### src/rtl/writeback_selector.sv
// Writeback selector: routes ALU, PC+4 or load data to the register-file write port.
// Loads wait in WAIT_MEM for mem_rvalid; define WB_TIMEOUT_EN to bound that wait (timeout_err).

module writeback_selector #(
   parameter int unsigned TIMEOUT_CYCLES = 255
) (
   input  logic        clk,
   input  logic        rst_n,
   input  logic        in_valid,
   output logic        in_ready,
   input  logic [1:0]  wb_type,
   input  logic [31:0] alu_result,
   input  logic [31:0] pc,
   input  logic [2:0]  load_type,
   input  logic [4:0]  rd_addr,
   input  logic [31:0] mem_rdata,
   input  logic        mem_rvalid,
   output logic        reg_we,
   output logic [4:0]  reg_waddr,
   output logic [31:0] reg_wdata,
   output logic        misalign_err,
   output logic        timeout_err
);

   localparam int unsigned DATA_W = 32;
   localparam int unsigned REG_AW = 5;

   localparam logic [1:0] WB_ALU  = 2'b00;
   localparam logic [1:0] WB_MEM  = 2'b01;
   localparam logic [1:0] WB_PC4  = 2'b10;
   localparam logic [1:0] WB_NONE = 2'b11;

   localparam logic [2:0] LT_LB  = 3'b000;
   localparam logic [2:0] LT_LH  = 3'b001;
   localparam logic [2:0] LT_LW  = 3'b010;
   localparam logic [2:0] LT_LBU = 3'b100;
   localparam logic [2:0] LT_LHU = 3'b101;

   if (TIMEOUT_CYCLES < 1 || TIMEOUT_CYCLES > 255) begin : g_bad_timeout
      $error("writeback_selector: TIMEOUT_CYCLES must be within 1..255");
   end

   typedef enum logic {
      IDLE     = 1'b0,
      WAIT_MEM = 1'b1
   } state_e;

   state_e              state_q, state_d;
   logic [1:0]          off_q, off_d;
   logic [2:0]          lt_q, lt_d;
   logic [REG_AW-1:0]   rd_q, rd_d;
   logic                reg_we_q, reg_we_d;
   logic [REG_AW-1:0]   reg_waddr_q, reg_waddr_d;
   logic [DATA_W-1:0]   reg_wdata_q, reg_wdata_d;
   logic                misalign_q, misalign_d;

`ifdef WB_TIMEOUT_EN
   localparam int unsigned CNT_W = 8;
   localparam logic [CNT_W-1:0] CNT_LAST = CNT_W'(TIMEOUT_CYCLES - 1);

   logic [CNT_W-1:0]    cnt_q, cnt_d;
   logic                timeout_q, timeout_d;
`endif

   logic                misaligned_c;
   logic [7:0]          byte_c;
   logic [15:0]         half_c;
   logic [DATA_W-1:0]   load_data_c;

   // Alignment of an incoming load: halfwords need even offsets, words (and reserved codes) offset 0
   always_comb begin
      misaligned_c = 1'b0;
      case (load_type)
         LT_LB, LT_LBU: misaligned_c = 1'b0;
         LT_LH, LT_LHU: misaligned_c = alu_result[0];
         LT_LW:         misaligned_c = |alu_result[1:0];
         default:       misaligned_c = |alu_result[1:0];
      endcase
   end

   // Lane selection and extension of the returned load word
   always_comb begin
      byte_c = 8'h00;
      case (off_q)
         2'd0:    byte_c = mem_rdata[7:0];
         2'd1:    byte_c = mem_rdata[15:8];
         2'd2:    byte_c = mem_rdata[23:16];
         default: byte_c = mem_rdata[31:24];
      endcase
      half_c = off_q[1] ? mem_rdata[31:16] : mem_rdata[15:0];

      load_data_c = mem_rdata;
      case (lt_q)
         LT_LB:   load_data_c = {{24{byte_c[7]}}, byte_c};
         LT_LBU:  load_data_c = {24'h000000, byte_c};
         LT_LH:   load_data_c = {{16{half_c[15]}}, half_c};
         LT_LHU:  load_data_c = {16'h0000, half_c};
         LT_LW:   load_data_c = mem_rdata;
         default: load_data_c = mem_rdata;
      endcase
   end

   assign in_ready = (state_q == IDLE);

   // Next-state and registered-output decode
   always_comb begin
      state_d     = state_q;
      off_d       = off_q;
      lt_d        = lt_q;
      rd_d        = rd_q;
      reg_we_d    = 1'b0;
      reg_waddr_d = reg_waddr_q;
      reg_wdata_d = reg_wdata_q;
      misalign_d  = 1'b0;
`ifdef WB_TIMEOUT_EN
      cnt_d       = cnt_q;
      timeout_d   = 1'b0;
`endif

      case (state_q)
         IDLE: begin
            if (in_valid) begin
               case (wb_type)
                  WB_ALU: begin
                     if (rd_addr != '0) begin
                        reg_we_d    = 1'b1;
                        reg_waddr_d = rd_addr;
                        reg_wdata_d = alu_result;
                     end
                  end
                  WB_PC4: begin
                     if (rd_addr != '0) begin
                        reg_we_d    = 1'b1;
                        reg_waddr_d = rd_addr;
                        reg_wdata_d = pc + 32'd4;
                     end
                  end
                  WB_MEM: begin
                     if (misaligned_c) begin
                        misalign_d = 1'b1;
                     end else begin
                        off_d   = alu_result[1:0];
                        lt_d    = load_type;
                        rd_d    = rd_addr;
                        state_d = WAIT_MEM;
`ifdef WB_TIMEOUT_EN
                        cnt_d   = '0;
`endif
                     end
                  end
                  WB_NONE: ;
                  default: ;
               endcase
            end
         end

         WAIT_MEM: begin
            if (mem_rvalid) begin
               state_d = IDLE;
               if (rd_q != '0) begin
                  reg_we_d    = 1'b1;
                  reg_waddr_d = rd_q;
                  reg_wdata_d = load_data_c;
               end
`ifdef WB_TIMEOUT_EN
            end else if (cnt_q == CNT_LAST) begin
               state_d   = IDLE;
               timeout_d = 1'b1;
            end else begin
               cnt_d = cnt_q + CNT_W'(1);
`endif
            end
         end

         default: state_d = IDLE;
      endcase
   end

   always_ff @(posedge clk or negedge rst_n) begin
      if (!rst_n) begin
         state_q     <= IDLE;
         off_q       <= '0;
         lt_q        <= '0;
         rd_q        <= '0;
         reg_we_q    <= 1'b0;
         reg_waddr_q <= '0;
         reg_wdata_q <= '0;
         misalign_q  <= 1'b0;
      end else begin
         state_q     <= state_d;
         off_q       <= off_d;
         lt_q        <= lt_d;
         rd_q        <= rd_d;
         reg_we_q    <= reg_we_d;
         reg_waddr_q <= reg_waddr_d;
         reg_wdata_q <= reg_wdata_d;
         misalign_q  <= misalign_d;
      end
   end

`ifdef WB_TIMEOUT_EN
   always_ff @(posedge clk or negedge rst_n) begin
      if (!rst_n) begin
         cnt_q     <= '0;
         timeout_q <= 1'b0;
      end else begin
         cnt_q     <= cnt_d;
         timeout_q <= timeout_d;
      end
   end

   assign timeout_err = timeout_q;
`else
   assign timeout_err = 1'b0;
`endif

   assign reg_we       = reg_we_q;
   assign reg_waddr    = reg_waddr_q;
   assign reg_wdata    = reg_wdata_q;
   assign misalign_err = misalign_q;

endmodule

### config.mk
export PLATFORM = sky130hd
export DESIGN_NAME = writeback_selector
export DESIGN_NICKNAME = d
export VERILOG_FILES = /design/src/rtl/writeback_selector.sv
export SDC_FILE = /design/constraint.sdc
export NUM_CORES = 1
export LEC_CHECK = 0
export CAP_MARGIN = 30
export CORE_ASPECT_RATIO = 1.2
export CORE_MARGIN = 8
export CORE_UTILIZATION = 44
export CTS_CLUSTER_DIAMETER = 40
export DETAILED_ROUTE_END_ITERATION = 16
export PLACE_DENSITY_LB_ADDON = 0.05
export RECOVER_POWER = 100
export SLEW_MARGIN = 25
export SYNTH_ARGS = -nofsm -noshare
export SYNTH_HDL_FRONTEND = slang
export SYNTH_SLANG_ARGS = --single-unit
### constraint.sdc
create_clock -name clk -period 2.5 [get_ports clk]
set_input_delay 0.625 -clock clk [delete_from_list [all_inputs] [get_ports clk]]
set_output_delay 0.625 -clock clk [all_outputs]
set_load 0.03 [all_outputs]
# Yosys cells after proc, flatten, opt, wreduce, memory -nomap -nowiden
# Index checks and enable logic that the tools add are counted.
[totals]
ff_bits = 50
latch_bits = 0
mem_bits_rw = 0
rom_bits = 0
in_bits = 110
elab_cells = 74
mem_count = 0
[op_classes]
add_sub_neg = 1
n_mul = 0
div_mod_pow = 0
order_cmp = 0
n_eq_ne = 18
shift = 0
mux = 32
bitwise = 2
n_reduce_logical = 13
[ops]
columns = ["operator", "count"]
rows = [
  ["32-bit two-way mux", 5],
  ["32-bit case mux with 2 select lines", 2],
  ["32-bit case mux with 4 select lines", 1],
  ["32-bit by 3-bit adder with 32-bit output (second input constant)", 1],
  ["5-bit two-way mux", 5],
  ["8-bit case mux with 3 select lines", 1],
  ["16-bit two-way mux", 1],
  ["1-bit two-way mux", 13],
  ["3-bit equality test (second input constant)", 4],
  ["5-bit case mux with 2 select lines", 1],
  ["5-bit nonzero test", 2],
  ["2-bit OR reduction", 4],
  ["3-bit by 1-bit equality test with 1-bit output (second input constant)", 2],
  ["3-bit logical NOT", 2],
  ["2-bit inequality test (second input constant)", 3],
  ["3-bit inequality test (second input constant)", 2],
  ["1-bit case mux with 2 select lines", 3],
  ["6-bit AND reduction", 1],
  ["5-bit AND reduction", 1],
  ["2-bit by 1-bit equality test with 1-bit output (second input constant)", 2],
  ["2-bit equality test (second input constant)", 2],
  ["2-bit logical NOT", 2],
  ["2-bit by 1-bit inequality test with 1-bit output (second input constant)", 2],
  ["4-bit AND reduction", 1],
  ["2 further kinds", 3],
]

# Logic depth before layout (Yosys ltp)
# Gate-level depths: netlist (run 1).
[depth]
depth_word = 7
ltp_mapped = 9

# Least setup slack after synthesis (run 1)
# Ideal clock, no wire load.
[synth_path]
path_type = "in2reg"
startpoint = "in rd_addr[2]"
endpoint = "reg reg_wdata_q[31], in the netlist reg_wdata[31]"
setup_time_ps = 146
t_arrival_ps = 2019
slack_ps = 335
path_stages = 8
path_buffers = 2
path_cell_list = "or4_1 > o21ai_1 > and2_1 > buf_4 > inv_4 > buf_6 > o22ai_2 > a211oi_1"
[synth_via]
elab_chain_len = 3
elab_cells_between_ends = 4
cone_classes = "eq/ne: 2; reduce/logical: 2"
[synth_rtl]
columns = ["item", "line", "rtl"]
rows = [
  ["from (decl)", "15", "input logic [4:0] rd_addr,"],
  ["5-bit nonzero test *", "125, 132", ""],
  ["3-bit inequality test (no line)", "-", ""],
  ["6-bit AND reduction (no line) *", "-", ""],
  ["to (signal assigned)", "196", "reg_wdata_q <= reg_wdata_d;"],
  ["to (decl)", "54", "logic [DATA_W-1:0] reg_wdata_q, reg_wdata_d;"],
]
# Every way passes the cells marked *; elsewhere a longest branch is shown, timed or not.
# A chain may end at the register's enable or synchronous reset.

# Final worst setup path (run 1)
[layout_path]
startpoint = "in rd_addr[2]"
endpoint = "reg reg_wdata_q[18], in the netlist reg_wdata[18]"
# Same word-level chain as after synthesis.

==> results of run 1 <==
power by group:
part / total [mW] / leakage [nW] / internal [mW] / switching, mW
Clock: 0.592 / 0.0585 / 0.300 / 0.292
Sequential: 1.14 / 0.601 / 1.01 / 0.134
Combinational: 1.66 / 1.71 / 0.741 / 0.916
stage by stage:
step / instances / util (%) / total power, mW
4_1_cts: 714 / 71.6 / 3.48
3_3_place_gp: 706 / 70.2 / 2.85
2_1_floorplan: 421 / - / 2.05
6_report: 714 / 71.3 / 3.39
5_1_grt: 714 / 71.3 / 3.57
3_5_place_dp: 706 / 70.2 / 2.88
kinds of logic (layout without fill, tap and decap cells):
| family | after synthesis | in the layout | synth area share [%] |
|---|---|---|---|
| xor gates and xnor gates | 18 | 18 | 4.34 |
| muxes | 29 | 29 | 8.71 |
| DFF | 50 | 50 | 34.4 |
| adders and majority gates | 1 | 1 | 0.344 |
| buffers and inverters | 41 | 239 | 5.34 |
| AOI/OAI and AO/OA | 131 | 131 | 25.0 |
| other | 1 | 1 | 0.103 |
| and+or+nand+nor | 150 | 150 | 21.8 |
registers in the layout, indices dropped and copies added (netlist names):
name          cells
off_q             2
reg_wdata        32
reg_waddr         5
lt_q              3
state_q           1
misalign_err      1
rd_q              5
reg_we            1
worst reg2reg max path, stage by stage, from the launching register on:
cell	delay, ns
dfrtp_1	0.41
or4_4	0.56
o211ai_4	0.35
and2_1	0.35
buf_4	0.18
a211oi_1	0.07
nor4_2	0.26
placed cells by master (no fill, tap or decap), drive strengths merged, types with 6 or more instances in the layout:
master	n
clkdlybuf4s50	108
buf	62
dfrtp	50
dlygate4sd3	40
nand2	38
nor2	29
o21ai	27
a21oi	22
nand4	17
a211oi	17
mux2i	17
inv	16
nand2b	12
nand3	12
a221oi	12
xnor2	11
mux2	11
clkbuf	11
nor3	10
o22ai	9
o31ai	8
a31oi	8
and2	7
xor2	7
and4	6
what timing repair did:
item / in CTS / in global routing
resized for setup: 0 / 2
endpoints found under the hold margin: 0 / 0
setup endpoints to repair: 0 / 5
routing by layer:
metal	vias up	routed length, um	share of wire, %
met3	21	860	6.1
met5	-	0	0
met4	0	303	2.2
met1	1953	5510	39
li1	1975	-	-
met2	150	7360	52
worst max-delay path by stage:
stage | start | end | depth (start not counted)
4_1_cts | mem_rdata[31] | reg_wdata[31] | 7
2_1_floorplan | rd_addr[2] | reg_wdata[31] | 8
3_3_place_gp | mem_rdata[31] | reg_wdata[31] | 7
3_5_place_dp | mem_rdata[31] | reg_wdata[31] | 7
5_1_grt | rd_addr[2] | reg_wdata[29] | 7
6_report | rd_addr[2] | reg_wdata[18] | 8
layout make-up:
cell class              count  area (um2)  area share (%)
well taps                  95         119            2.07
flip-flops and latches     50        1250            21.8
repair buffers            216        2020            35.2
clock inverters             3        43.8           0.762
multi-input cells         330        2190            38.0
inverters                  15        58.8            1.02
clock buffers               5        68.8            1.20
==> impl_metrics.csv, run 1 <==
group,metric,value,unit
cells_and_area,n_antenna_cell,0,
clocking,cts_setup_buffers,0,
worst_setup_path,cp.arrival,2.59,ns
synthesis,synth_area_leader_cell,"dfrtp_1",
synthesis,synth_top_area_share,34.4,%
floorplan,core,8060,um2
worst_setup_path,r2r.worst_path.cells,6,
cells_and_area,area_growth,58.2,%
clocking,cts_tree,"done",
sta,finalSetupViolations,0,
grt,grt_use_total,24.5,%
detailed_routing,drc,0,
cells_and_area,drive_gt1_share,15.8,%
synthesis,synthFlopType,"dfrtp_1",
worst_setup_path,end_kind,"register",
worst_setup_path,crit_type,"in -> reg",
worst_setup_path,crit_family,"buffers and inverters",
grt,antenna_found_initial,0,
clocking,ctsHoldBuffers,0,
worst_setup_path,cp_max_fo,9,
grt,use_met2,43.7,%
sta,finalMaxSlewViolations,0,
grt,grt.overflow.total,0,
sta,min_period_over_period,95.1,%
grt,use_met3,5.35,%
sta,min_period,2.38,ns
worst_setup_path,path_cells,"clkdlybuf4s50_1 > or4_1 > o21ai_2 > buf_4 > nand2b_1 > buf_12 > o22ai_1 > a211oi_1",
detailed_routing,drtAntennaViolNets,0,
cells_and_area,fillCellCount,655,
sta,fin_tns_setup,0,ns
detailed_routing,firstDrtPassIters,5,
cells_and_area,final_net_count,729,
job,drv_cap,0,
min_path,hold_path.class,"reg -> reg",
floorplan,fp.dieH,116,um
worst_setup_path,start_kind,"primary input",
sta,fmax,0.421,GHz
grt,grtUsageMet1,28.4,%
clocking,cts_root_buffer,"clkbuf_8",
clocking,cts_made_buffers,5,
synthesis,avgSynthCellArea,8.63,um2
pwr,peakVddDrop,359,uV
worst_setup_path,regToRegSetupSlack,0.24,ns
synthesis,synth_most_common_cell,"dfrtp_1",
sta,final-hold-violation-count,0,
floorplan,fp-row-count,36,
detailed_routing,wl_per_cell,19.7,um
sta,fin_ws,0.122,ns
synthesis,synthArstFlopShare,100,%
detailed_routing,wl,14.0,mm
sta,rsz0062_at_grt,"no",
synthesis,synthTopCellsByCount,"dfrtp_1 (50), nand2_1 (38), nor2_1 (29), a21oi_1 (21), o21ai_0 (21)",
synthesis,syn_area,3630,um2
clocking,clock_latency,0.31,ns
floorplan,start_util,45.1,%
worst_setup_path,r2r-end,"reg_wdata[29]",
clocking,cts.sinks,50,
synthesis,synth_cell_types,53,
min_path,holdPathStages,2,
pwr,leakagePower,2.37,nW
synthesis,synthCells,421,
sta,worst_pin_slew,1.29,ns
grt,grt_max_degree,51,
synthesis,ys.warnings.count,0,
grt,grt_pass1_vias,4146,
sta,relSlewSlack,14.1,%
run_status,status,"completed",
clocking,cts_max_level,2,
placed_design,port_buffers,149,
detailed_routing,vias,4099,
floorplan,dieArea,11400,um2
synthesis,ys_seq_area_share,34.4,%
clocking,clockBufferDepth,2,
synthesis,yosys_register_bits,50,
worst_setup_path,crit_path_top_delay_cell,"or4_1",
floorplan,ios,151,
synthesis,synth_nets,532,
placed_design,place_area,5660,um2
min_path,min_to,"reg_waddr[0]",
placed_design,pre_cts_ws,-0.248,ns
pwr,power_density,590,nW/um2
worst_setup_path,timing.critical_path.buf_inv,3,
grt,top_usage_layer,"met2",
min_path,hp-start,"reg_waddr[0]",
worst_setup_path,worstReg2RegStart,"rd_q[2]",
floorplan,die_w,99.0,um
worst_setup_path,cp_slowest_stage_delay,0.55,ns
grt,grt_pass1_wl,22.0,mm
cells_and_area,fin_area,5750,um2
worst_setup_path,crit_required,2.72,ns
clocking,clk_pin_slew_worst_paths,0.10,ns
detailed_routing,vias_per_cell,5.74,
detailed_routing,drt_iter0_markers,301,
sta,skew,0.00896,ns
synthesis,synth_edf_count,0,
sta,holdWs,0.479,ns
placed_design,gp_congestion,0.911,
synthesis,ys_top_cells_by_area,"dfrtp_1 (34%), mux2i_1 (4.7%), nand2_1 (3.9%), a211oi_1 (3.5%), mux2_2 (3.4%)",
placed_design,dpl.hpwl,11.6,mm
Note: power is estimated with default switching activity, not from simulation.
==> run 2: changes to the inputs <==
--- a/config.mk
+++ b/config.mk
@@ -5,10 +5,11 @@
 export SDC_FILE = /design/constraint.sdc
 export NUM_CORES = 1
 export LEC_CHECK = 0
+export ABC_AREA = 1
 export CAP_MARGIN = 30
 export CORE_ASPECT_RATIO = 1.2
 export CORE_MARGIN = 8
-export CORE_UTILIZATION = 44
+export CORE_UTILIZATION = 46
 export CTS_CLUSTER_DIAMETER = 40
 export DETAILED_ROUTE_END_ITERATION = 16
 export PLACE_DENSITY_LB_ADDON = 0.05
==> run 2 against run 1 <==
  * Critical endpoint unchanged
  * Register-to-register slack gained 0.19 ns
  * Non-clock buffer count shrank 52
  * Largest cell class unchanged
  * Critical path depth grew 2
  * Worst hold slack lost 0.14 ns
  * Global-route usage grew 3.0 points
==> impl_metrics.csv, run 2 <==
group,metric,value,unit
worst_setup_path,crit_required,2.71,ns
synthesis,synthAdderAreaFrac,0.294,%
floorplan,die_w,104,um
synthesis,synth_compound_area_share,15.0,%
worst_setup_path,crit_type,"in -> reg",
clocking,cts_root_buffer,"clkbuf_8",
clocking,cts_setup_buffers,0,
synthesis,synthCells,725,
cells_and_area,area_growth,39.1,%
detailed_routing,met2_length,8.52,mm
cells_and_area,drive_gt1_share,4.98,%
worst_setup_path,start_kind,"primary input",
run_status,status,"completed",
sta,holdWs,0.340,ns
sta,relSlewSlack,37.4,%
detailed_routing,drt_iter0_markers,381,
detailed_routing,vias_per_cell,5.38,
clocking,clk_pin_slew_worst_paths,0.11,ns
pwr,leakagePower,2.95,nW
synthesis,synthFlopType,"dfrtp_1",
detailed_routing,met3_wirelength,1.30,mm
pwr,peakVddDrop,511,uV
clocking,cts_tree,"done",
synthesis,yosys_register_bits,50,
grt,antenna_found_initial,0,
pwr,comb_power_share,47.4,%
clocking,clock_latency,0.32,ns
grt,grt.overflow.total,0,
detailed_routing,wl_per_cell,17.6,um
grt,grt_pass1_wl,28.0,mm
placed_design,place_area,5810,um2
synthesis,synth-xor-area-share,1.44,%
sta,rsz0062_at_grt,"no",
sta,skew,0.0175,ns
floorplan,dieArea,12600,um2
sta,fmax,0.435,GHz
detailed_routing,firstDrtPassIters,6,
sta,finalSetupViolations,0,
grt,grt_max_degree,43,
floorplan,start_util,47.2,%
clocking,cts_made_buffers,5,
sta,min_period_over_period,92.0,%
sta,final-hold-violation-count,0,
placed_design,pre_cts_ws,-0.0227,ns
floorplan,fp.dieH,121,um
synthesis,synth_nets,836,
detailed_routing,dr.max_layer_used,"met4",
cells_and_area,final_common_cell,"nand2_1",
clocking,cts.sinks,50,
sta,finalMaxSlewViolations,0,
placed_design,port_buffers,149,
placed_design,dpl.hpwl,14.1,mm
pwr,power_density,603,nW/um2
worst_setup_path,cp.arrival,2.51,ns
synthesis,synth_edf_count,0,
cells_and_area,fin_area,5930,um2
cells_and_area,fillCellCount,877,
synthesis,ys_seq_area_share,29.4,%
synthesis,muxShareOfSynthArea,0,%
placed_design,place_inst,975,
sta,worst_pin_slew,0.938,ns
synthesis,synth_top_area_share,29.4,%
detailed_routing,wl,17.3,mm
detailed_routing,drc,0,
clocking,post_cts_resized,0,
synthesis,synth_top_family_by_area,"simple AND/OR/NAND/NOR gates",
synthesis,synth_most_common_cell,"nand2_1",
cells_and_area,largest_register_ffs,32,
detailed_routing,drtAntennaViolNets,0,
synthesis,synthArstFlopShare,100,%
synthesis,ys.warnings.count,0,
cells_and_area,final_cell_mix,"nand2_1 (296), clkdlybuf4s50_1 (106), inv_1 (65), nor2_1 (65), a21oi_1 (58)",
min_path,hold_path.class,"in -> async",
pwr,p_int,2.06,mW
synthesis,synthTopCellsByCount,"nand2_1 (296), inv_1 (65), nor2_1 (64), a21oi_1 (58), nand3_1 (52)",
sta,fin_ws,0.200,ns
pwr,switching_share,42.4,%
clocking,clockBufferDepth,2,
cells_and_area,final_net_count,973,
synthesis,avgSynthCellArea,5.88,um2
floorplan,ios,151,
floorplan,fp-row-count,38,
pwr,netSwitchingPower,1.52,mW
synthesis,ys_top_cells_by_area,"dfrtp_1 (29%), nand2_1 (26%), a21oi_1 (6.8%), nand3_1 (6.1%), inv_1 (5.7%)",
sta,min_period,2.30,ns
floorplan,core,9030,um2
grt,grt_pass1_vias,5418,
worst_setup_path,cp_max_fo,29,
pwr,power_frac_seq,32.3,%
cells_and_area,n_antenna_cell,0,
grt,grt_use_total,27.5,%
clocking,ctsHoldBuffers,0,
synthesis,synth_area_leader_cell,"dfrtp_1",
pwr,pwr-share-clk,20.3,%
worst_setup_path,end_kind,"register",
synthesis,synth-simple-area-share,42.8,%
detailed_routing,vias,5287,
sta,fin_tns_setup,0,ns
synthesis,synth_cell_types,39,
synthesis,syn_area,4260,um2
cells_and_area,stdcell_count,983,
clocking,cts_max_level,2,
detailed_routing,met1Wirelength,6.59,mm
placed_design,gp_congestion,1.02,
job,drv_cap,0,
-- run 2: cell count changes after synthesis, moves of 23 or more --
cell and change:
o21ai_0 +23, nand3_1 +40, nand2_1 +258, a21oi_1 +37, nor2_1 +35, inv_1 +51
-- run 2: cells by family (layout without fill, tap and decap cells) --
kind of cell	after synthesis	after routing
xor gates and xnor gates	7	7
buffers and inverters	105	243
DFF	50	50
AOI/OAI and AO/OA	122	122
other	1	1
adders and majority gates	1	1
and+or+nand+nor	439	439
-- run 2: routing by layer --
metal  vias up  GRT usage [%]
li1       2558              -
met1      2393           29.2
met2       278           50.6
met3        58           5.58
met4         0           14.0
met5         -              0
-- run 2: area by class of cell --
| type | count | area, um2 | share of cell area, % |
|---|---|---|---|
| multi-input cells | 570 | 2530 | 42.7 |
| repair buffers | 164 | 1580 | 26.7 |
| flip-flops and latches | 50 | 1250 | 21.1 |
| inverters | 71 | 269 | 4.54 |
| well taps | 120 | 150 | 2.53 |
| clock buffers | 6 | 82.6 | 1.39 |
| clock inverters | 2 | 60.1 | 1.01 |
-- run 2: worst paths after layout --
path                                       to  depth (start not counted)           from  slack [ns]
worst max register to register  reg_wdata[14]                          7        state_q        0.43
worst min register to register  reg_wdata[27]                          2  reg_wdata[27]        0.48
max in group asynchronous       reg_wdata[10]                          2          rst_n        0.84
worst max-delay path            reg_wdata[18]                         10     rd_addr[2]        0.20
min in group clk                reg_wdata[27]                          2  reg_wdata[27]        0.48
worst min-delay path                  lt_q[0]                          1          rst_n        0.34
-- run 2: power by group through the flow --
stage / logic [mW] / clock network [mW] / registers [mW]
2_1_floorplan: 0.741 / 0 / 1.43
3_3_place_gp: 1.73 / 0 / 1.17
3_5_place_dp: 1.75 / 0 / 1.17
4_1_cts: 1.75 / 0.719 / 1.16
5_1_grt: 1.84 / 0.749 / 1.18
6_report: 1.70 / 0.726 / 1.16
-- run 2: critical path: stages --
cell and delay, ns:
dlygate4sd3_1 0.54, inv_1 0.09, nand4_1 0.08, o21ai_0 0.28
nand2_4 0.08, clkbuf_2 0.36, nand2_1 0.18, clkinv_1 0.11
nand2_1 0.10, nand2_1 0.05
-- run 2: per-stage QoR --
stage / total power [mW] / utilization [%]
after floorplan: 2.17 / -
after global placement: 2.90 / 64.3
after detailed placement: 2.92 / 64.3
after CTS: 3.63 / 65.9
after global routing: 3.77 / 65.7
final: 3.58 / 65.7
